`src/rtl/line_pi_pkg.sv`:
```
// Shared types and defaults for the line-follower PI controller.
// Contents: FSM state enum, default timing/gain constants, internal widths,
// and the saturating helpers used by the datapath.
package line_pi_pkg;

  typedef enum logic [3:0] {
    IDLE,
    SETTLE,
    CONV_R,
    SHORT,
    CONV_L,
    INTG,
    ICOMP,
    PCOMP,
    MRT_R,
    MRT_L
  } state_t;

  localparam int unsigned DEF_N_PAIRS    = 3;
  localparam logic [17:0] DEF_CHNL_MAP   = {3'd7, 3'd3, 3'd2, 3'd4, 3'd0, 3'd1};
  localparam int unsigned DEF_SETTLE_CYC = 4096;
  localparam int unsigned DEF_SHORT_CYC  = 32;
  localparam int unsigned DEF_PWM_PERIOD = 240;
  localparam int unsigned DEF_PWM_DUTY   = 140;
  localparam logic [13:0] DEF_KP         = 14'h3680;
  localparam logic [11:0] DEF_KI         = 12'h500;
  localparam int unsigned DEF_INT_DEC    = 4;
  localparam logic [11:0] DEF_FWD_MAX    = 12'h700;

  // Accumulator must hold +/- 4095 * (2^N_PAIRS - 1) for up to 4 pairs.
  localparam int ACC_W = 18;
  localparam int TMR_W = 16;

  function automatic logic signed [11:0] sat12(input logic signed [31:0] x);
    if (x > 32'sd2047) begin
      return 12'sh7FF;
    end else if (x < -32'sd2048) begin
      return 12'sh800;
    end else begin
      return x[11:0];
    end
  endfunction

  // Motor commands keep only the upper 11 bits of the saturated 12-bit value.
  function automatic logic [10:0] cmd11(input logic signed [31:0] x);
    return 11'(sat12(x) >>> 1);
  endfunction

endpackage

```
`src/rtl/line_pi_cntrl_if.sv`:
```
// Bundle of the controller's A2D and motor-side signals.
// master: controller side (drives conversion request, emitters, motor commands).
// slave : environment side (A2D model / motor drivers / run enable).
//   go, cnv_cmplt, A2D_res            -> into controller
//   strt_cnv, chnnl, IR_en, LEDs,
//   lft, rht, loop_done               <- from controller
interface line_pi_cntrl_if #(
  parameter int unsigned N_PAIRS = 3
);
  logic               go;
  logic               cnv_cmplt;
  logic [11:0]        A2D_res;
  logic               strt_cnv;
  logic [2:0]         chnnl;
  logic [N_PAIRS-1:0] IR_en;
  logic [7:0]         LEDs;
  logic [10:0]        lft;
  logic [10:0]        rht;
  logic               loop_done;

  modport master (
    input  go, cnv_cmplt, A2D_res,
    output strt_cnv, chnnl, IR_en, LEDs, lft, rht, loop_done
  );

  modport slave (
    output go, cnv_cmplt, A2D_res,
    input  strt_cnv, chnnl, IR_en, LEDs, lft, rht, loop_done
  );
endinterface

```
`src/rtl/line_pi_cntrl_ir_pwm.sv`:
```
// Emitter PWM generator shared by all IR pairs.
// Ports: clk, rst (async active-high), clr_i holds the counter at 0,
//        pwm_o is high for counts 0..PWM_DUTY-1 of each PWM_PERIOD.
module ir_pwm #(
  parameter int unsigned PWM_PERIOD = 240,
  parameter int unsigned PWM_DUTY   = 140
) (
  input  logic clk,
  input  logic rst,
  input  logic clr_i,
  output logic pwm_o
);
  localparam int CW = $clog2(PWM_PERIOD + 1);

  logic [CW-1:0] cnt_q, cnt_d;

  always_comb begin
    cnt_d = cnt_q + 1'b1;
    if (clr_i || (cnt_q == CW'(PWM_PERIOD - 1))) begin
      cnt_d = '0;
    end
  end

  always_ff @(posedge clk or posedge rst) begin
    if (rst) begin
      cnt_q <= '0;
    end else begin
      cnt_q <= cnt_d;
    end
  end

  assign pwm_o = (cnt_q < CW'(PWM_DUTY));
endmodule

```
`src/rtl/line_pi_cntrl.sv`:
```
// Line-follower controller: scans N_PAIRS IR sensor pairs through the shared
// A2D, forms a weighted steering error, runs a decimated PI loop and writes
// signed left/right motor commands.
// Ports: clk, rst (async active-high), bus (line_pi_cntrl_if.master):
//   go/cnv_cmplt/A2D_res in; strt_cnv/chnnl/IR_en/LEDs/lft/rht/loop_done out.
//
// state  | meaning
// IDLE   | stopped, waiting for go
// SETTLE | emitter on, long settle before right-sensor conversion
// CONV_R | waiting for right-sensor result, add weighted reading
// SHORT  | short settle before left-sensor conversion
// CONV_L | waiting for left-sensor result, subtract weighted reading
// INTG   | decimated integrator update, forward speed ramp
// ICOMP  | two cycles: integral term through multiplier
// PCOMP  | two cycles: proportional term through multiplier
// MRT_R  | write right motor command
// MRT_L  | write left motor command, restart scan
module line_pi_cntrl
  import line_pi_pkg::*;
#(
  parameter int unsigned          N_PAIRS    = DEF_N_PAIRS,
  parameter logic [6*N_PAIRS-1:0] CHNL_MAP   = DEF_CHNL_MAP,
  parameter int unsigned          SETTLE_CYC = DEF_SETTLE_CYC,
  parameter int unsigned          SHORT_CYC  = DEF_SHORT_CYC,
  parameter int unsigned          PWM_PERIOD = DEF_PWM_PERIOD,
  parameter int unsigned          PWM_DUTY   = DEF_PWM_DUTY,
  parameter logic [13:0]          KP         = DEF_KP,
  parameter logic [11:0]          KI         = DEF_KI,
  parameter int unsigned          INT_DEC    = DEF_INT_DEC,
  parameter logic [11:0]          FWD_MAX    = DEF_FWD_MAX
) (
  input logic             clk,
  input logic             rst,
  line_pi_cntrl_if.master bus
);
  localparam int         DEC_W  = $clog2(INT_DEC + 1);
  localparam logic [1:0] P_LAST = 2'(N_PAIRS - 1);

  state_t                   state_q, state_d;
  logic [TMR_W-1:0]         timer_q, timer_d;
  logic [1:0]               p_q, p_d;
  logic signed [ACC_W-1:0]  accum_q, accum_d;
  logic signed [ACC_W-1:0]  res_sh;
  logic signed [11:0]       error_q, error_d;
  logic signed [11:0]       intgrl_q, intgrl_d;
  logic [DEC_W-1:0]         dec_q, dec_d;
  logic signed [11:0]       fwd_q, fwd_d;
  logic signed [11:0]       icomp_q, icomp_d;
  logic signed [11:0]       pcomp_q, pcomp_d;
  logic [10:0]              lft_q, lft_d;
  logic [10:0]              rht_q, rht_d;
  logic                     done_q, done_d;

  logic signed [11:0]       op_a;
  logic signed [14:0]       op_b;
  logic signed [26:0]       prod_q;

  logic                     pwm;
  logic                     strt_cnv;
  logic [2:0]               chnnl;
  logic [N_PAIRS-1:0]       ir_en;

  ir_pwm #(
    .PWM_PERIOD (PWM_PERIOD),
    .PWM_DUTY   (PWM_DUTY)
  ) u_ir_pwm (
    .clk   (clk),
    .rst   (rst),
    .clr_i (state_q == IDLE),
    .pwm_o (pwm)
  );

  // Shared multiplier: operands selected by state, product registered; the
  // owning state shifts/saturates the registered product on its second cycle.
  always_comb begin
    op_a = intgrl_q;
    op_b = signed'({3'b000, KI});
    if (state_q == PCOMP) begin
      op_a = error_q;
      op_b = signed'({1'b0, KP});
    end
  end

  always_comb begin
    state_d  = state_q;
    timer_d  = timer_q;
    p_d      = p_q;
    accum_d  = accum_q;
    error_d  = error_q;
    intgrl_d = intgrl_q;
    dec_d    = dec_q;
    fwd_d    = fwd_q;
    icomp_d  = icomp_q;
    pcomp_d  = pcomp_q;
    lft_d    = lft_q;
    rht_d    = rht_q;
    done_d   = 1'b0;
    strt_cnv = 1'b0;
    res_sh   = ACC_W'(bus.A2D_res) << p_q;

    if (!bus.go) begin
      // go has priority over everything, including a coincident cnv_cmplt.
      state_d = IDLE;
      lft_d   = '0;
      rht_d   = '0;
      fwd_d   = '0;
    end else begin
      unique case (state_q)
        IDLE: begin
          state_d = SETTLE;
          accum_d = '0;
          p_d     = '0;
          timer_d = '0;
        end
        SETTLE: begin
          if (timer_q == TMR_W'(SETTLE_CYC - 1)) begin
            strt_cnv = 1'b1;
            state_d  = CONV_R;
          end else begin
            timer_d = timer_q + 1'b1;
          end
        end
        CONV_R: begin
          if (bus.cnv_cmplt) begin
            accum_d = accum_q + res_sh;
            timer_d = '0;
            state_d = SHORT;
          end
        end
        SHORT: begin
          if (timer_q == TMR_W'(SHORT_CYC - 1)) begin
            strt_cnv = 1'b1;
            state_d  = CONV_L;
          end else begin
            timer_d = timer_q + 1'b1;
          end
        end
        CONV_L: begin
          if (bus.cnv_cmplt) begin
            accum_d = accum_q - res_sh;
            if (p_q == P_LAST) begin
              error_d = sat12(32'(accum_d));
              state_d = INTG;
            end else begin
              p_d     = p_q + 1'b1;
              timer_d = '0;
              state_d = SETTLE;
            end
          end
        end
        INTG: begin
          if (dec_q == DEC_W'(INT_DEC - 1)) begin
            dec_d    = '0;
            intgrl_d = sat12(32'(intgrl_q) + 32'(error_q >>> 4));
          end else begin
            dec_d = dec_q + 1'b1;
          end
          if (fwd_q != FWD_MAX) begin
            fwd_d = fwd_q + 1'b1;
          end
          timer_d = '0;
          state_d = ICOMP;
        end
        ICOMP: begin
          if (timer_q[0]) begin
            icomp_d = sat12(32'(prod_q >>> 11));
            timer_d = '0;
            state_d = PCOMP;
          end else begin
            timer_d = timer_q + 1'b1;
          end
        end
        PCOMP: begin
          if (timer_q[0]) begin
            pcomp_d = sat12(32'(prod_q >>> 13));
            timer_d = '0;
            state_d = MRT_R;
          end else begin
            timer_d = timer_q + 1'b1;
          end
        end
        MRT_R: begin
          rht_d   = cmd11(32'(fwd_q) - 32'(pcomp_q) - 32'(icomp_q));
          state_d = MRT_L;
        end
        MRT_L: begin
          lft_d   = cmd11(32'(fwd_q) + 32'(pcomp_q) + 32'(icomp_q));
          done_d  = 1'b1;
          p_d     = '0;
          accum_d = '0;
          timer_d = '0;
          state_d = SETTLE;
        end
        default: state_d = IDLE;
      endcase
    end
  end

  // chnnl follows the scan position so it is already valid in the strt_cnv
  // cycle and holds until the matching cnv_cmplt.
  always_comb begin
    chnnl = '0;
    ir_en = '0;
    unique case (state_q)
      SETTLE, CONV_R: chnnl = CHNL_MAP[6*p_q +: 3];
      SHORT, CONV_L:  chnnl = CHNL_MAP[6*p_q + 3 +: 3];
      default:        chnnl = '0;
    endcase
    if (bus.go && (state_q inside {SETTLE, CONV_R, SHORT, CONV_L})) begin
      ir_en[p_q] = pwm;
    end
  end

  always_ff @(posedge clk or posedge rst) begin
    if (rst) begin
      state_q  <= IDLE;
      timer_q  <= '0;
      p_q      <= '0;
      accum_q  <= '0;
      error_q  <= '0;
      intgrl_q <= '0;
      dec_q    <= '0;
      fwd_q    <= '0;
      icomp_q  <= '0;
      pcomp_q  <= '0;
      lft_q    <= '0;
      rht_q    <= '0;
      done_q   <= 1'b0;
      prod_q   <= '0;
    end else begin
      state_q  <= state_d;
      timer_q  <= timer_d;
      p_q      <= p_d;
      accum_q  <= accum_d;
      error_q  <= error_d;
      intgrl_q <= intgrl_d;
      dec_q    <= dec_d;
      fwd_q    <= fwd_d;
      icomp_q  <= icomp_d;
      pcomp_q  <= pcomp_d;
      lft_q    <= lft_d;
      rht_q    <= rht_d;
      done_q   <= done_d;
      prod_q   <= op_a * op_b;
    end
  end

  assign bus.strt_cnv  = strt_cnv;
  assign bus.chnnl     = chnnl;
  assign bus.IR_en     = ir_en;
  assign bus.LEDs      = error_q[11:4];
  assign bus.lft       = lft_q;
  assign bus.rht       = rht_q;
  assign bus.loop_done = done_q;
endmodule
```
`src/flat_wrapper.sv`:
```
// flat-port wrapper written by rule: the top's interface ports become plain ports
module line_pi_cntrl_flat import line_pi_pkg::*;
#(
  parameter int unsigned          N_PAIRS    = DEF_N_PAIRS,
  parameter logic [6*N_PAIRS-1:0] CHNL_MAP   = DEF_CHNL_MAP,
  parameter int unsigned          SETTLE_CYC = DEF_SETTLE_CYC,
  parameter int unsigned          SHORT_CYC  = DEF_SHORT_CYC,
  parameter int unsigned          PWM_PERIOD = DEF_PWM_PERIOD,
  parameter int unsigned          PWM_DUTY   = DEF_PWM_DUTY,
  parameter logic [13:0]          KP         = DEF_KP,
  parameter logic [11:0]          KI         = DEF_KI,
  parameter int unsigned          INT_DEC    = DEF_INT_DEC,
  parameter logic [11:0]          FWD_MAX    = DEF_FWD_MAX
)
  (clk, rst, bus_go, bus_cnv_cmplt, bus_A2D_res, bus_strt_cnv, bus_chnnl, bus_IR_en, bus_LEDs, bus_lft, bus_rht, bus_loop_done);
  line_pi_cntrl_if #(.N_PAIRS(N_PAIRS)) bus_i ();
  input logic clk;
  input logic rst;
  input wire logic [$bits(bus_i.go)-1:0] bus_go;
  input wire logic [$bits(bus_i.cnv_cmplt)-1:0] bus_cnv_cmplt;
  input wire logic [$bits(bus_i.A2D_res)-1:0] bus_A2D_res;
  output wire logic [$bits(bus_i.strt_cnv)-1:0] bus_strt_cnv;
  output wire logic [$bits(bus_i.chnnl)-1:0] bus_chnnl;
  output wire logic [$bits(bus_i.IR_en)-1:0] bus_IR_en;
  output wire logic [$bits(bus_i.LEDs)-1:0] bus_LEDs;
  output wire logic [$bits(bus_i.lft)-1:0] bus_lft;
  output wire logic [$bits(bus_i.rht)-1:0] bus_rht;
  output wire logic [$bits(bus_i.loop_done)-1:0] bus_loop_done;
  assign bus_i.go = bus_go;
  assign bus_i.cnv_cmplt = bus_cnv_cmplt;
  assign bus_i.A2D_res = bus_A2D_res;
  assign bus_strt_cnv = bus_i.strt_cnv;
  assign bus_chnnl = bus_i.chnnl;
  assign bus_IR_en = bus_i.IR_en;
  assign bus_LEDs = bus_i.LEDs;
  assign bus_lft = bus_i.lft;
  assign bus_rht = bus_i.rht;
  assign bus_loop_done = bus_i.loop_done;
  line_pi_cntrl #(.N_PAIRS(N_PAIRS), .CHNL_MAP(CHNL_MAP), .SETTLE_CYC(SETTLE_CYC), .SHORT_CYC(SHORT_CYC), .PWM_PERIOD(PWM_PERIOD), .PWM_DUTY(PWM_DUTY), .KP(KP), .KI(KI), .INT_DEC(INT_DEC), .FWD_MAX(FWD_MAX)) u_core (.clk(clk), .rst(rst), .bus(bus_i));
endmodule
```
`config.mk`:
```
export PLATFORM = sky130hd
export DESIGN_NAME = line_pi_cntrl_flat
export DESIGN_NICKNAME = d
export VERILOG_FILES = /design/src/rtl/line_pi_pkg.sv /design/src/rtl/line_pi_cntrl_if.sv /design/src/rtl/line_pi_cntrl_ir_pwm.sv /design/src/rtl/line_pi_cntrl.sv /design/src/flat_wrapper.sv
export SDC_FILE = /design/constraint.sdc
export NUM_CORES = 1
export LEC_CHECK = 0
export BUFFER_PORTS_ARGS = -buffer_cell sky130_fd_sc_hd__buf_4
export CAP_MARGIN = 20
export CORE_MARGIN = 1
export CORE_UTILIZATION = 25
export CTS_CLUSTER_DIAMETER = 80
export DETAILED_ROUTE_END_ITERATION = 10
export GPL_TIMING_DRIVEN = 1
export PLACE_DENSITY_LB_ADDON = 0.15
export SYNTH_ARGS = -nofsm -noshare
export SYNTH_HDL_FRONTEND = slang
export SYNTH_SLANG_ARGS = --single-unit
```
`constraint.sdc`:
```
create_clock -name clk -period 12.3 [get_ports clk]
set_clock_uncertainty 0.15 [all_clocks]
set_input_delay 2.46 -clock clk [delete_from_list [all_inputs] [get_ports clk]]
set_output_delay 2.46 -clock clk [all_outputs]
set_load 0.005 [all_outputs]
```
-- After elaboration in Yosys (flattened, before gate mapping)
Index checks and enable logic that the tools add are counted.
- output and inout port bits: 38
- input port bits: 16
- bits in registers: 161
- equality and inequality tests: 30
- add/sub/neg operators: 13
- reductions and logical operators: 23
- shift-type cells: 3
- bitwise logic cells: 1
- magnitude comparators: 15
- muxes and demuxes: 55
- multipliers: 2
- operators with widths (kind ; number):
    two-way mux 12 bit ; 16
    greater-than comparator 32 x 12 -> 1 bit, second input constant ; 3
    < comparator 32 x 12 -> 1 bit, second input constant ; 3
    two-way mux 16 bit ; 6
    one-hot mux 16 bit (6 select lines) ; 1
    one-hot mux 18 bit (3 select lines) ; 1
    two-way mux 11 bit ; 4
    two-way mux 18 bit ; 2
    one-hot mux 4 bit (9 select lines) ; 1
    indexed part select 18 x 33 -> 3 bit, first input constant ; 1
    two-way mux 4 bit ; 7
    multiplier 12 x 15 -> 27 bit ; 1
    adder 18 bit ; 1
    greater-than comparator 18 x 12 -> 1 bit, second input constant ; 1
    < comparator 18 x 12 -> 1 bit, second input constant ; 1
    indexed part select 18 x 6 -> 3 bit, first input constant ; 1
    left shift 12 x 2 -> 18 bit ; 1
    subtractor 18 bit ; 1
    adder 16 x 1 -> 16 bit, second input constant ; 1
    == test 16 x 12 -> 1 bit, second input constant ; 1
    == test 16 x 5 -> 1 bit, second input constant ; 1
    == test 4 x 3 -> 1 bit, second input constant ; 4
    greater-than comparator 16 x 12 -> 1 bit, second input constant ; 1
    < comparator 16 x 12 -> 1 bit, second input constant ; 1
    51 further kinds ; 81

-- Logic depth before layout (Yosys ltp)
Gate-level depths: netlist (run 1).
- depth in word-level cells: 7
- depth in mapped cells: 28
- depth with buffers taken out: 25

-- Cells and area by module
A second synthesis (run 1) with hierarchy kept.
- cells, all modules: 1693
- area total of the unflattened synthesis: 14318.7 um^2
- modules (own cells, without submodules) (module ; cells an instance ; sequential area each (um^2) ; area an instance (um^2) ; times used):
    line_pi_cntrl ; 1650 ; 3553.4 ; 13907.1 ; 1
    ir_pwm ; 43 ; 200.2 ; 411.6 ; 1

-- Worst setup path before layout (run 1)
OpenSTA, ideal clock, no wires.
- path type: reg2reg
- start: reg u_core.state_q[2]
- end: reg u_core.prod_q[26]
- data arrival time: 5.602 ns
- cell stages (with the launch flop): 27
- setup time: 0.126 ns
- slack: 6.422 ns
- cell sequence: dfrtp_1 > clkbuf_1 > nand2_1 > nor2_1 > and2_1 > clkbuf_1 > clkbuf_1 > nand2_1 > inv_1 > ha_1 > ha_1 > inv_1 > fa_1 > inv_1 > fa_1 > inv_1 > fa_1 > inv_1 > ha_1 > nor2b_1 > o21ai_0 > a21boi_0 > o21ai_0 > a211oi_1 > o31ai_1 > nand2_1 > o311a_1
- cells in the longest elaborated chain, start to end: 3
- ends and longest elaborated chain (element ; RTL line ; RTL):
    start: declaration ; line_pi_cntrl.sv:39 ; state_t state_q, state_d;
    start signal: assignment ; line_pi_cntrl.sv:231 ; state_q <= state_d;
    == test 4 x 3 -> 1 bit * ; line_pi_cntrl.sv:78 ; if (state_q == PCOMP) begin
    two-way mux 12 bit or two-way mux 14 bit (tied branches) ; line_pi_cntrl.sv:78 ;
    multiplier 12 x 15 -> 27 bit * ; line_pi_cntrl.sv:244 ; prod_q <= op_a * op_b;
    end signal: assignment ; line_pi_cntrl.sv:244 ;
    end: declaration ; line_pi_cntrl.sv:56 ; logic signed [26:0] prod_q;
Every way passes the cells marked *; elsewhere a longest branch is shown, timed or not.
A chain may end at the register's enable or synchronous reset.

-- Worst setup path in the final report (run 1)
Ends and elaborated chain as after synthesis.

==> metrics.sh, run 1 <==
TIMING.SETUP.CRITICAL_PATH_CLASS='register to register'
MIN_PATH_TYPE='register to register'
COMB_POWER_SHARE_PCT=42.0
WORST_SETUP_PATH_START_KIND='register'
CLK_PIN_SLEW_WORST_PATHS_PS=70
POWER_SWITCHING_SHARE_PCT=42.4
CRIT-REG2REG-LAUNCH='u_core.state_q[2]$_DFFE_PP0P_'
GRT_MAX_DEGREE=93
TOTALPOWERFINAL_mW=1.99
GRT_OVERFLOW=0
HOLD_START='u_core.bus.rht[10]$_DFFE_PP0P_'
COMMONEST_REGISTER_CELL_AFTER_SYNTHESIS='sky130_fd_sc_hd__dfrtp_1'
SYNTHTOPCELLSBYAREA='sky130_fd_sc_hd__dfrtp_1 27%, sky130_fd_sc_hd__ha_1 14%, sky130_fd_sc_hd__fa_1 9.3%, sky130_fd_sc_hd__nand2_1 5.0%, sky130_fd_sc_hd__inv_1 4.4%'
CRITICAL_PATH_PEAK_FANOUT=21
FP-ROW-COUNT=85
CTS_TREE='built'
DR.FIRST_ITER.DRC_COUNT=631
SYNTH-WARNING-COUNT=0
RSZ_0062_RAISED_AFTER_GLOBAL_ROUTING='false'
DPL_CELL_AREA_SQ_UM=14900
POST_SYNTH_INST_COUNT=1616
NETLIST.TOP_CELL.BY_AREA='sky130_fd_sc_hd__dfrtp_1'
CTS.REPAIR_TIMING.SETUP_BUFFER_COUNT=0
CLOCK.FMAX_GHz=0.150
DIE-HEIGHT_UM=237
CAP_VIOLATIONS=0
FINAL_HOLD_VIOL_COUNT=0
DETAILROUTE.VIA_COUNT=11200
CTS_HOLD_BUF=0
FIN_AREA_SQ_UM=15400
ROUTEDWLPERCELL_UM=16.1
GRT_PASS1_VIAS=11200
DIEWIDTH_UM=237
LAYOUT_WORST_PATH_CYCLE_SHARE_PCT=54.2
GRT_ANTENNA_BEFORE_REPAIR=0
PWR-SHARE-SEQ_PCT=31.4
P_SWITCHING_mW=0.842
P_LEAK_nW=7.53
SEQ_AREA_FRAC_SYNTH_PCT=27.2
ROUTED_WIRE_LENGTH_UM=37700
POST_SYNTH_DESIGN_CELL_AREA_SQ_UM=13800
AVGVIACOUNTPERCELL=4.76
CLOCKROOTBUFFER='sky130_fd_sc_hd__clkbuf_16'
SETUP-TNS-FINAL_PS=0
SYNTH.DISTINCT_CELLS=71
CTS_BUFFER_DEPTH=2
SYNTH_ASYNC_SR_FLOP_SHARE_PCT=100
WORSTSKEWPAIRLATENCY_PS=460
HTREE_LEVELS=4
FINAL_SETUP_VIOLATION_COUNT=0
CTS_MADE_BUFFERS=17
DRIVE_ABOVE_1_SHARE_PCT=8.37
FINAL_NET_COUNT=1867
YOSYSTOPAREACELLSHARE_PCT=27.2
CLOCK-SINKS=150
PLACEMENT.IO_BUFFERS=53
WORST_SETUP_PATH_STARTPOINT='u_core.state_q[2]$_DFFE_PP0P_'
FLOORPLAN.INITIALDENSITY_PCT=25.5
IRDROPWORSTVDD_mV=0.100
POWER.DENSITY_nW_PER_UM2=129
RUN_STATUS='complete, no violations'
POST_CTS_RESIZE_COUNT=0
SYNTH_AREA_PER_CELL_SQ_UM=8.54
DRCVIOLATIONCOUNT=0
TIMING.CRITICAL_PATH.TO_TYPE='register'
WORST_EP_REQUIRED_TIME_PS=12480
MAX_SLEW_VIOLATION_COUNT=0
WORSTPATHARRIVAL_PS=6840
DIE-AREA_SQ_UM=56100
POWER_REPORT.INTERNAL_TOTAL_mW=1.15
SYNTH.MOST_COMMON_CELL='sky130_fd_sc_hd__nand2_1'
RELSLEWSLACK_PCT=35.9
FINAL_ANTENNA_NET_COUNT=0
HALF_PERIMETER_WIRE_LENGTH_AFTER_DETAILED_PLACEMENT_UM=29300
AREA_GROWTH_SYN_TO_FIN_PCT=11.9
GRT_USAGE_PCT=13.9
IO_PINS=54
POST_SYNTH_MOST_FREQUENT_CELLS='182 x sky130_fd_sc_hd__nand2_1, 161 x sky130_fd_sc_hd__inv_1, 151 x sky130_fd_sc_hd__ha_1, 150 x sky130_fd_sc_hd__dfrtp_1, 132 x sky130_fd_sc_hd__nor2_1'
POWER_FRAC_CLOCK_PCT=26.6
FINAL.MIN_CLOCK_PERIOD_PS=6660
GP_CONGESTION=0.803
ANTENNA_CELL_COUNT=0
GRT_PASS1_WL_UM=61700
DRTPASS1ITERATIONS=6
SYNTH_ENABLE_FLOP_CELLS=0
PLACEABLECOREAREA_SQ_UM=54100
YOSYS_REGISTER_BITS=150
WORSTMARGINPINSLEW_PS=955
layout make-up:
type	count	area, sq um
Fill cell	5764	38700
Clock buffer	18	429
Inverter	163	617
Sequential cell	150	3750
Clock inverter	13	136
Multi-Input combinational cell	1241	9160
Timing Repair Buffer	63	470
Tap cell	696	871
per-stage QoR:
| stage | std cells | utilization, % | hold slack, ps | worst slack [ps] |
|---|---|---|---|---|
| after global routing | 2344 | 28.5 | 373 | 5030 |
| after global placement | 2312 | 27.5 | 313 | 5840 |
| after floorplan | 1618 | - | 305 | 5650 |
| final | 2344 | 28.5 | 322 | 5640 |
| after detailed placement | 2312 | 27.5 | 316 | 5610 |
| after CTS | 2343 | 28.5 | 332 | 5570 |
path summary, 6_finish.rpt:
| check | to | slack (ps) | cells past startpoint |
|---|---|---|---|
| max | u_core.prod_q[26]$_DFF_PP0_ | 5640 | 23 |
| min | u_core.bus.rht[10]$_DFFE_PP0P_ | 320 | 2 |
| min reg2reg | u_core.bus.rht[10]$_DFFE_PP0P_ | 320 | 2 |
| min in group asynchronous | u_core.timer_q[15]$_DFFE_PP0P_ | 2060 | 2 |
| max reg2reg | u_core.prod_q[26]$_DFF_PP0_ | 5640 | 23 |
| max in group asynchronous | u_core.prod_q[13]$_DFF_PP0_ | 8580 | 3 |
routing by layer:
metal  track usage, %  up-vias  wire (um)
li1                 -     5645          -
met1             18.7     5350      18600
met2             22.8      142      17500
met3             2.24       31        987
met4             3.68        0        610
met5                0        -          0
critical path, cell delays in order (launching register included):
cell,delay [ps]
sky130_fd_sc_hd__dfrtp_1,740
sky130_fd_sc_hd__nand2_1,200
sky130_fd_sc_hd__nor2_1,290
sky130_fd_sc_hd__and2_1,570
sky130_fd_sc_hd__nand2_1,110
sky130_fd_sc_hd__nand2_1,340
sky130_fd_sc_hd__inv_1,230
sky130_fd_sc_hd__fa_1,440
sky130_fd_sc_hd__inv_1,60
sky130_fd_sc_hd__ha_1,210
sky130_fd_sc_hd__inv_1,70
sky130_fd_sc_hd__fa_1,440
sky130_fd_sc_hd__fa_1,490
sky130_fd_sc_hd__inv_1,70
sky130_fd_sc_hd__ha_1,160
sky130_fd_sc_hd__inv_1,50
sky130_fd_sc_hd__fa_1,390
sky130_fd_sc_hd__nor2b_1,120
sky130_fd_sc_hd__o21ai_0,100
sky130_fd_sc_hd__a21boi_0,230
sky130_fd_sc_hd__o21ai_0,170
sky130_fd_sc_hd__a211oi_1,330
sky130_fd_sc_hd__o31ai_1,190
sky130_fd_sc_hd__o311a_1,360
kinds of logic (layout without fill, tap and decap cells):
kind of cell             count (synthesis)  count (layout)  synth area share [%]
AND/OR/NAND/NOR                        524             524                  17.6
AO/OA/AOI/OAI                          396             396                  18.8
buffers and inverters                  227             257                  6.48
adder cells (fa/ha/maj)                215             215                  23.0
flip-flops                             150             150                  27.2
XOR/XNOR                                84              84                  5.33
multiplexers                            19              19                  1.50
other                                    1               3                0.0272
power groups by stage:
stage / Combinational (mW) / Clock (mW) / Sequential (mW)
after floorplan: 0.642 / 0 / 0.591
after global placement: 0.834 / 0 / 0.633
after detailed placement: 0.831 / 0 / 0.633
after CTS: 0.837 / 0.547 / 0.624
after global routing: 0.934 / 0.566 / 0.634
final: 0.835 / 0.529 / 0.624
state kept, by name (all words and copies together), names as in the netlist:
signal,count
u_core.fwd_q,12
u_core.state_q,4
u_core.bus.loop_done,1
u_core.bus.lft,11
u_core.pcomp_q,12
u_core.dec_q,3
u_core.intgrl_q,12
u_core.icomp_q,12
u_core.prod_q,16
u_core.u_ir_pwm.cnt_q,8
u_core.p_q,2
u_core.timer_q,16
u_core.error_q,12
u_core.bus.rht,11
u_core.accum_q,18
cells in the final DEF (no fill, tap or decap), drive strengths merged, types with 14 or more instances in the layout:
cell and instances:
nand3 36, dfrtp 150, nand2 182, a31oi 15, nand2b 16, buf 63
or2 20, a211oi 22, xor2 25, xnor2 59, inv 169, clkbuf 18
o21ai 114, a21oi 82, nor3 46, fa 64, or3 18, nor2 132
a21o 25, ha 151, o21a 14, and2 15
(Power assumes the default switching activity.)
==> run 2, diff against run 1 <==
--- a/config.mk
+++ b/config.mk
@@ -5,6 +5,7 @@
 export SDC_FILE = /design/constraint.sdc
 export NUM_CORES = 1
 export LEC_CHECK = 0
+export ABC_AREA = 1
 export BUFFER_PORTS_ARGS = -buffer_cell sky130_fd_sc_hd__buf_4
 export CAP_MARGIN = 20
 export CORE_MARGIN = 1
==> constraint.sdc (replaced) <==
create_clock -name clk -period 6.78 [get_ports clk]
set_clock_uncertainty 0.15 [all_clocks]
set_input_delay 1.356 -clock clk [delete_from_list [all_inputs] [get_ports clk]]
set_output_delay 1.356 -clock clk [all_outputs]
set_load 0.005 [all_outputs]
==> metrics.sh, run 2 <==
FINAL.MIN_CLOCK_PERIOD_PS=6060  # was 6660 ps
FIN_CELLS=2753  # was 2344
SYNTH.DISTINCT_CELLS=55  # was 71
DRIVE_ABOVE_1_SHARE_PCT=7.06  # was 8.37%
COMMONEST_REGISTER_CELL_AFTER_SYNTHESIS='sky130_fd_sc_hd__dfrtp_1'  # unchanged
CTS_HOLD_BUF=0  # unchanged
FP-ROW-COUNT=87  # was 85
R2R_SLACK_PS=720  # was 5640 ps
WORST_SETUP_PATH_START_KIND='register'  # unchanged
POST_SYNTH_DESIGN_CELL_AREA_SQ_UM=14300  # was 13800 sq um
GRT_ANTENNA_BEFORE_REPAIR=0  # unchanged
POWER.DENSITY_nW_PER_UM2=347  # was 129 nW/um^2
TIMING.CRITICAL_PATH.TO_TYPE='register'  # unchanged
SYNTHTOPCELLSBYAREA='sky130_fd_sc_hd__dfrtp_1 26%, sky130_fd_sc_hd__ha_1 13%, sky130_fd_sc_hd__nand2_1 12%, sky130_fd_sc_hd__fa_1 9.0%, sky130_fd_sc_hd__inv_1 8.2%'  # was sky130_fd_sc_hd__dfrtp_1 27%, sky130_fd_sc_hd__ha_1 14%, sky130_fd_sc_hd__fa_1 9.3%, sky130_fd_sc_hd__nand2_1 5.0%, sky130_fd_sc_hd__inv_1 4.4%
SYNTH-WARNING-COUNT=0  # unchanged
COMPOUND_GATE_PORTION_OF_THE_SYNTHESIZED_AREA_PCT=12.6  # was 18.8%
SYNTH.MOST_COMMON_CELL='sky130_fd_sc_hd__nand2_1'  # unchanged
CLOCK-SINKS=150  # unchanged
CTS_TREE='built'  # unchanged
SYNTH_AREA_PER_CELL_SQ_UM=7.31  # was 8.54 sq um
SYNTH_ASYNC_SR_FLOP_SHARE_PCT=100  # unchanged
FINAL_NET_COUNT=2215  # was 1867
PLACED_CELLS=2721  # was 2312
IRDROPWORSTVDD_mV=0.163  # was 0.100 mV
CTS_MADE_BUFFERS=17  # unchanged
POST_SYNTH_INST_COUNT=1957  # was 1616
CRITPATHBUFINV=6  # was 5
PLACEMENT.IO_BUFFERS=53  # unchanged
GRT_OVERFLOW=0  # unchanged
FLOORPLAN.INITIALDENSITY_PCT=25.3  # was 25.5%
GP_CONGESTION=0.869  # was 0.803
CTS_BUFFER_DEPTH=2  # unchanged
YOSYSTOPAREACELLSHARE_PCT=26.2  # was 27.2%
COMMONEST_CELLS_AFTER_ROUTING_FILL_AND_TAPS_ASIDE='463 x sky130_fd_sc_hd__nand2_1, 313 x sky130_fd_sc_hd__inv_1, 159 x sky130_fd_sc_hd__nor2_1'  # was 182 x sky130_fd_sc_hd__nand2_1, 160 x sky130_fd_sc_hd__inv_1, 151 x sky130_fd_sc_hd__ha_1
RELSLEWSLACK_PCT=36.6  # was 35.9%
AREA_GROWTH_SYN_TO_FIN_PCT=12.0  # was 11.9%
WORST_PATH_MAX_DELAY_CELL='sky130_fd_sc_hd__fa_1'  # was sky130_fd_sc_hd__dfrtp_1
LARGEST_REGISTER_FF_COUNT=18  # unchanged
SYNTH_TOP_FAMILY_BY_AREA='simple AND/OR/NAND/NOR gates'  # was adder cells
WORSTMARGINPINSLEW_PS=950  # was 955 ps
TIMING.CRITICAL_PATH.MAX_DELAY_FAMILY='adder cells'  # unchanged
DIEWIDTH_UM=241  # was 237 um
CLK_PIN_SLEW_WORST_PATHS_PS=60  # was 70 ps
FINAL_ANTENNA_NET_COUNT=0  # unchanged
HTREE_LEVELS=4  # unchanged
YOSYS_REGISTER_BITS=150  # unchanged
SYNTH.MUX.AREA_FRACTION_PCT=0.350  # was 1.50%
CLOCKROOTBUFFER='sky130_fd_sc_hd__clkbuf_16'  # unchanged
GRT_USAGE_PCT=14.7  # was 13.9%
MAX_SLEW_VIOLATION_COUNT=0  # unchanged
ROUTED_WIRE_LENGTH_UM=40100  # was 37700 um
ROUTEDWLPERCELL_UM=14.5  # was 16.1 um
DRTPASS1ITERATIONS=5  # was 6
POST_SYNTH_MOST_FREQUENT_CELLS='463 x sky130_fd_sc_hd__nand2_1, 314 x sky130_fd_sc_hd__inv_1, 160 x sky130_fd_sc_hd__nor2_1, 151 x sky130_fd_sc_hd__ha_1, 150 x sky130_fd_sc_hd__dfrtp_1'  # was 182 x sky130_fd_sc_hd__nand2_1, 161 x sky130_fd_sc_hd__inv_1, 151 x sky130_fd_sc_hd__ha_1, 150 x sky130_fd_sc_hd__dfrtp_1, 132 x sky130_fd_sc_hd__nor2_1
TOP_REGS='u_core.accum_q: 18 flops, u_core.prod_q: 16 flops, u_core.timer_q: 16 flops'  # unchanged
DIE-HEIGHT_UM=241  # was 237 um
CRITICAL_PATH_PEAK_FANOUT=9  # was 21
DETAILROUTE.VIA_COUNT=12200  # was 11200
P_LEAK_nW=8.61  # was 7.53 nW
YOSYS.AREA_SHARE.SIMPLE_PCT=24.0  # was 17.6%
GRT_PASS1_VIAS=12500  # was 11200
SETUP-TNS-FINAL_PS=0  # unchanged
MIN_PATH_TYPE='register to register'  # unchanged
CTS.REPAIR_TIMING.SETUP_BUFFER_COUNT=0  # unchanged
SYNTH_AREA_IN_ADDERS_PCT=22.2  # was 23.0%
RSZ_0062_RAISED_AFTER_GLOBAL_ROUTING='false'  # unchanged
PLACEABLECOREAREA_SQ_UM=56500  # was 54100 sq um
FINAL_HOLD_VIOL_COUNT=0  # unchanged
CAP_VIOLATIONS=0  # unchanged
AVGVIACOUNTPERCELL=4.45  # was 4.76
GRT_PASS1_WL_UM=66400  # was 61700 um
DIE-AREA_SQ_UM=58200  # was 56100 sq um
RUN_STATUS='complete, no violations'  # unchanged
AREA_SHARE_OF_XOR_XNOR_CELLS_IN_THE_SYNTHESIZED_DESIGN_PCT=4.16  # was 5.33%
SEQ_AREA_FRAC_SYNTH_PCT=26.2  # was 27.2%
PATH_COMMON_CELL='sky130_fd_sc_hd__nor2_1'  # was sky130_fd_sc_hd__inv_1
ANTENNA_CELL_COUNT=0  # unchanged
NETLIST.TOP_CELL.BY_AREA='sky130_fd_sc_hd__dfrtp_1'  # unchanged
DRCVIOLATIONCOUNT=0  # unchanged
HALF_PERIMETER_WIRE_LENGTH_AFTER_DETAILED_PLACEMENT_UM=32100  # was 29300 um
FINAL_SETUP_VIOLATION_COUNT=0  # unchanged
CP_SLOWEST_STAGE_DELAY_PS=540  # was 740 ps
SYNTH_ENABLE_FLOP_CELLS=0  # unchanged
WORST_EP_REQUIRED_TIME_PS=7030  # was 12480 ps
CLOCK.FMAX_GHz=0.165  # was 0.150 GHz
WORSTPATHARRIVAL_PS=6310  # was 6840 ps
IO_PINS=54  # unchanged
POST_CTS_RESIZE_COUNT=0  # unchanged
DR.FIRST_ITER.DRC_COUNT=682  # was 631
TOTALPOWERFINAL_mW=5.55  # was 1.99 mW
LAYOUT_COMMONEST_CELL='sky130_fd_sc_hd__nand2_1'  # unchanged
LAYOUT_WORST_PATH_CYCLE_SHARE_PCT=89.4  # was 54.2%
REGMOSTFLOPS='u_core.accum_q'  # unchanged
FILLER_CELL_COUNT=6191  # was 5764
WORSTSKEWPAIRLATENCY_PS=490  # was 460 ps
TIMING.SETUP.CRITICAL_PATH_CLASS='register to register'  # unchanged
GRT_MAX_DEGREE=80  # was 93
## run 2: changes by cell type in the layout (fill, tap and decap cells not counted), sizes merged, moves of 18 or more
cell    before  now
a211oi      22    3
a21o        25    6
xor2        25   48
xnor2       59   20
a21oi       82  110
or3         18    0
nand2      182  464
inv        169  328
nand3       36   89
nor2       132  175
## run 2: where the power goes
| group | total (mW) | internal [mW] | switching (mW) |
|---|---|---|---|
| clock | 0.975 | 0.513 | 0.462 |
| sequential | 1.19 | 1.02 | 0.166 |
| combinational | 3.39 | 1.07 | 2.32 |
## run 2: cell type report
type                       count  area [sq um]  share of cell area [%]
tap                          756           946                    5.90
timing repair buffer          61           458                    2.86
multi-input combinational   1429          9060                    56.6
clock buffer                  17           425                    2.66
inverter                     325          1220                    7.65
sequential                   150          3750                    23.4
clock inverter                15           148                   0.922
## run 2: tightest hold or removal path: stages, from the launching register on
cell and delay, ps:
sky130_fd_sc_hd__dfrtp_1 340, sky130_fd_sc_hd__nand2_1 50, sky130_fd_sc_hd__nand2_1 50
## run 2: cells by family (layout without fill, tap and decap cells)
| logic type | Yosys count | count (layout) |
|---|---|---|
| buffers and inverters | 380 | 418 |
| flip-flops | 150 | 150 |
| multiplexers | 5 | 5 |
| other | 1 | 3 |
| AND/OR/NAND/NOR | 818 | 818 |
| AO/OA/AOI/OAI | 320 | 320 |
| adder cells (fa/ha/maj) | 215 | 215 |
| XOR/XNOR | 68 | 68 |
## run 2: stage by stage
stage | setup WS (ps) | util [%] | hold WS [ps] | instance area [sq um]
2_1_floorplan | 1240 | - | 283 | 14300
3_3_place_gp | 781 | 27.3 | 304 | 15400
3_5_place_dp | 761 | 27.3 | 321 | 15400
4_1_cts | 720 | 28.4 | 335 | 16000
5_1_grt | 194 | 28.4 | 364 | 16000
6_report | 718 | 28.4 | 326 | 16000
## run 2: worst paths after layout
kind                                               startpoint                             to  depth (start not counted)
min in group asynchronous                                 rst  u_core.accum_q[8]$_DFFE_PP0P_                          2
max in group asynchronous                                 rst    u_core.prod_q[24]$_DFF_PP0_                          3
worst min-delay path              u_core.dec_q[1]$_DFFE_PP0P_    u_core.dec_q[1]$_DFFE_PP0P_                          2
worst max-delay path            u_core.state_q[3]$_DFFE_PP0P_    u_core.prod_q[22]$_DFF_PP0_                         26
worst min register to register    u_core.dec_q[1]$_DFFE_PP0P_    u_core.dec_q[1]$_DFFE_PP0P_                          2
worst max register to register  u_core.state_q[3]$_DFFE_PP0P_    u_core.prod_q[22]$_DFF_PP0_                         26
## run 2: metal layers
| metal | share of wire [%] | up-vias | global-route usage, % |
|---|---|---|---|
| met4 | 1.2 | 0 | 3.66 |
| met2 | 45 | 147 | 23.7 |
| met3 | 3.6 | 28 | 3.11 |
| li1 | - | 6313 | - |
| met1 | 50 | 5751 | 19.7 |
| met5 | 0 | - | 0 |
==> run 3, diff against run 2 <==
--- a/config.mk
+++ b/config.mk
@@ -14,6 +14,7 @@
 export DETAILED_ROUTE_END_ITERATION = 10
 export GPL_TIMING_DRIVEN = 1
 export PLACE_DENSITY_LB_ADDON = 0.15
+export RECOVER_POWER = 25
 export SYNTH_ARGS = -nofsm -noshare
 export SYNTH_HDL_FRONTEND = slang
 export SYNTH_SLANG_ARGS = --single-unit
==> metrics.sh, run 3 (synthesis results as in run 2) <==
PLACEMENT.IO_BUFFERS=53  # unchanged
PATH_COMMON_CELL='sky130_fd_sc_hd__nor2_1'  # unchanged
FINAL_HOLD_VIOL_COUNT=0  # unchanged
AREA_GROWTH_SYN_TO_FIN_PCT=12.0  # about the same
CP_SLOWEST_STAGE_DELAY_PS=540  # about the same
LAYOUT_COMMONEST_CELL='sky130_fd_sc_hd__nand2_1'  # unchanged
R2R_SLACK_PS=720  # about the same
TOTALPOWERFINAL_mW=5.55  # about the same
IO_PINS=54  # unchanged
IRDROPWORSTVDD_mV=0.161  # was 0.163 mV
FIN_UTIL_PCT=28.3  # was 28.4%
FINAL_NET_COUNT=2215  # unchanged
MAX_SLEW_VIOLATION_COUNT=80  # was 0
CLOCK-SINKS=150  # unchanged
CTS_MADE_BUFFERS=17  # unchanged
CTS_TREE='built'  # unchanged
P_LEAK_nW=8.61  # about the same
POST_CTS_RESIZE_COUNT=0  # unchanged
PLACEABLECOREAREA_SQ_UM=56500  # unchanged
WORSTMARGINPINSLEW_PS=3780  # was 950 ps
HOLD-PATH-ENDPOINT='u_core.dec_q[1]$_DFFE_PP0P_'  # unchanged
CAP_VIOLATIONS=1  # was 0
WORST_HOLD_PATH.NUM_CELLS=2  # unchanged
POWER.DENSITY_nW_PER_UM2=347  # about the same
HTREE_LEVELS=4  # unchanged
DR.FIRST_ITER.DRC_COUNT=685  # was 682
ANTENNA_CELL_COUNT=0  # unchanged
COMMONEST_CELLS_AFTER_ROUTING_FILL_AND_TAPS_ASIDE='463 x sky130_fd_sc_hd__nand2_1, 313 x sky130_fd_sc_hd__inv_1, 159 x sky130_fd_sc_hd__nor2_1'  # unchanged
VIOLATIONS='max-capacitance violations, max-slew violations'
ROUTED_WIRE_LENGTH_UM=40100  # about the same
CRIT-REG2REG-LAUNCH='u_core.state_q[3]$_DFFE_PP0P_'  # unchanged
DIEWIDTH_UM=241  # unchanged
DIE-HEIGHT_UM=241  # unchanged
GP_CONGESTION=0.869  # unchanged
DP_WORST_SETUP_SLACK_PS=761  # unchanged
CTS_HOLD_BUF=0  # unchanged
RELSLEWSLACK_PCT=-153  # was 36.6%
SETUP_SLACK_PS=716  # was 718 ps
AVGVIACOUNTPERCELL=4.45  # about the same
WORST_SETUP_PATH_START_KIND='register'  # unchanged
LARGEST_REGISTER_FF_COUNT=18  # unchanged
WORST_PATH_MAX_DELAY_CELL='sky130_fd_sc_hd__fa_1'  # unchanged
DRCVIOLATIONCOUNT=0  # unchanged
DETAILROUTE.VIA_COUNT=12300  # was 12200
TOP_REGS='u_core.accum_q: 18 flops, u_core.prod_q: 16 flops, u_core.timer_q: 16 flops'  # unchanged
GRT_ANTENNA_BEFORE_REPAIR=0  # unchanged
REG2REG_TO='u_core.prod_q[22]$_DFF_PP0_'  # unchanged
MIN_PATH_TYPE='register to register'  # unchanged
WORSTPATHARRIVAL_PS=6310  # about the same
RSZ_0062_RAISED_AFTER_GLOBAL_ROUTING='false'  # unchanged
FILLER_CELL_COUNT=6193  # was 6191
SETUP-TNS-FINAL_PS=0  # unchanged
HALF_PERIMETER_WIRE_LENGTH_AFTER_DETAILED_PLACEMENT_UM=32100  # unchanged
GRT_PASS1_VIAS=12500  # unchanged
FINAL_ANTENNA_NET_COUNT=0  # unchanged
CRITICAL_PATH_PEAK_FANOUT=9  # unchanged
GRT_USAGE_PCT=14.7  # unchanged
FP-ROW-COUNT=87  # unchanged
FINAL.MIN_CLOCK_PERIOD_PS=6060  # about the same
ROUTEDWLPERCELL_UM=14.6  # was 14.5 um
RUN_STATUS='finished with violations'  # was complete, no violations
HOLD_START='u_core.dec_q[1]$_DFFE_PP0P_'  # unchanged
CTS_BUFFER_DEPTH=2  # unchanged
FIN_AREA_SQ_UM=16000  # about the same
GRT_OVERFLOW=0  # unchanged
FINAL_SETUP_VIOLATION_COUNT=0  # unchanged
CTS.REPAIR_TIMING.SETUP_BUFFER_COUNT=0  # unchanged
TIMING.SETUP.CRITICAL_PATH_CLASS='register to register'  # unchanged
LAYOUT_WORST_PATH_CYCLE_SHARE_PCT=89.4  # about the same
WORST_EP_REQUIRED_TIME_PS=7030  # about the same
DPL_CELL_AREA_SQ_UM=15400  # unchanged
CLK_PIN_SLEW_WORST_PATHS_PS=60  # about the same
DIE-AREA_SQ_UM=58200  # unchanged
GRT_PASS1_WL_UM=66400  # unchanged
FLOORPLAN.INITIALDENSITY_PCT=25.3  # unchanged
REGMOSTFLOPS='u_core.accum_q'  # unchanged
TIMING.CRITICAL_PATH.TO_TYPE='register'  # unchanged
DRTPASS1ITERATIONS=6  # was 5
CLOCKROOTBUFFER='sky130_fd_sc_hd__clkbuf_16'  # unchanged
DRIVE_ABOVE_1_SHARE_PCT=7.06  # unchanged
GRT_MAX_DEGREE=80  # unchanged
R2R_CELLS=26  # unchanged
WORSTSKEWPAIRLATENCY_PS=490  # about the same
CLOCK.FMAX_GHz=0.165  # about the same
-- run 3: cell types whose count changed in the layout (fill, tap and decap cells not counted), sizes merged --
| cell | before | now |
|---|---|---|
| clkbuf | 17 | 18 |
| buf | 61 | 60 |
| clkinvlp | 2 | 3 |
| inv | 328 | 327 |
-- run 3: cell type report --
class / count / area [sq um] / share of cell area, %
multi-input combinational: 1429 / 9060 / 56.6
sequential: 150 / 3750 / 23.4
inverter: 325 / 1220 / 7.62
tap: 756 / 946 / 5.91
timing repair buffer: 61 / 458 / 2.86
clock buffer: 17 / 425 / 2.66
clock inverter: 15 / 148 / 0.922
-- run 3: worst max-delay path by stage --
stage / from / to / slack [ps] / cells past startpoint
floorplan: rst / u_core.accum_q[0]$_DFFE_PP0P_ / 1240 / 1
global placement: u_core.state_q[3]$_DFFE_PP0P_ / u_core.prod_q[22]$_DFF_PP0_ / 780 / 26
detailed placement: u_core.state_q[3]$_DFFE_PP0P_ / u_core.prod_q[22]$_DFF_PP0_ / 760 / 26
CTS: u_core.state_q[3]$_DFFE_PP0P_ / u_core.prod_q[22]$_DFF_PP0_ / 720 / 26
global route: u_core.state_q[0]$_DFFE_PP0P_ / u_core.prod_q[22]$_DFF_PP0_ / 190 / 25
finish: u_core.state_q[3]$_DFFE_PP0P_ / u_core.prod_q[22]$_DFF_PP0_ / 720 / 26
-- run 3: layer usage --
metal | GRT usage [%] | share of wire [%]
met1 | 19.7 | 50
met5 | 0 | 0
met2 | 23.7 | 45
met3 | 3.11 | 3.4
met4 | 3.66 | 1.2
-- run 3: worst max-delay path, delay by kind of cell (launching register included) --
family	cells	cell delay, ps
and+or+nand+nor	7	1070
adders and majority gates	6	2730
DFF	1	420
xor gates and xnor gates	1	120
buffers and inverters	6	430
AOI/OAI and AO/OA	6	1040
-- run 3: per-stage QoR --
step,instances,hold slack (ps)
4_1_cts,2753,335
3_5_place_dp,2721,321
5_1_grt,2753,364
6_report,2753,326
2_1_floorplan,1959,283
3_3_place_gp,2721,304
-- run 3: power by group --
part / internal (mW) / switching (mW) / leakage [nW]
combinational: 1.07 / 2.32 / 6.43
clock: 0.513 / 0.461 / 0.278
sequential: 1.02 / 0.167 / 1.90
total: 2.61 / 2.95 / 8.61
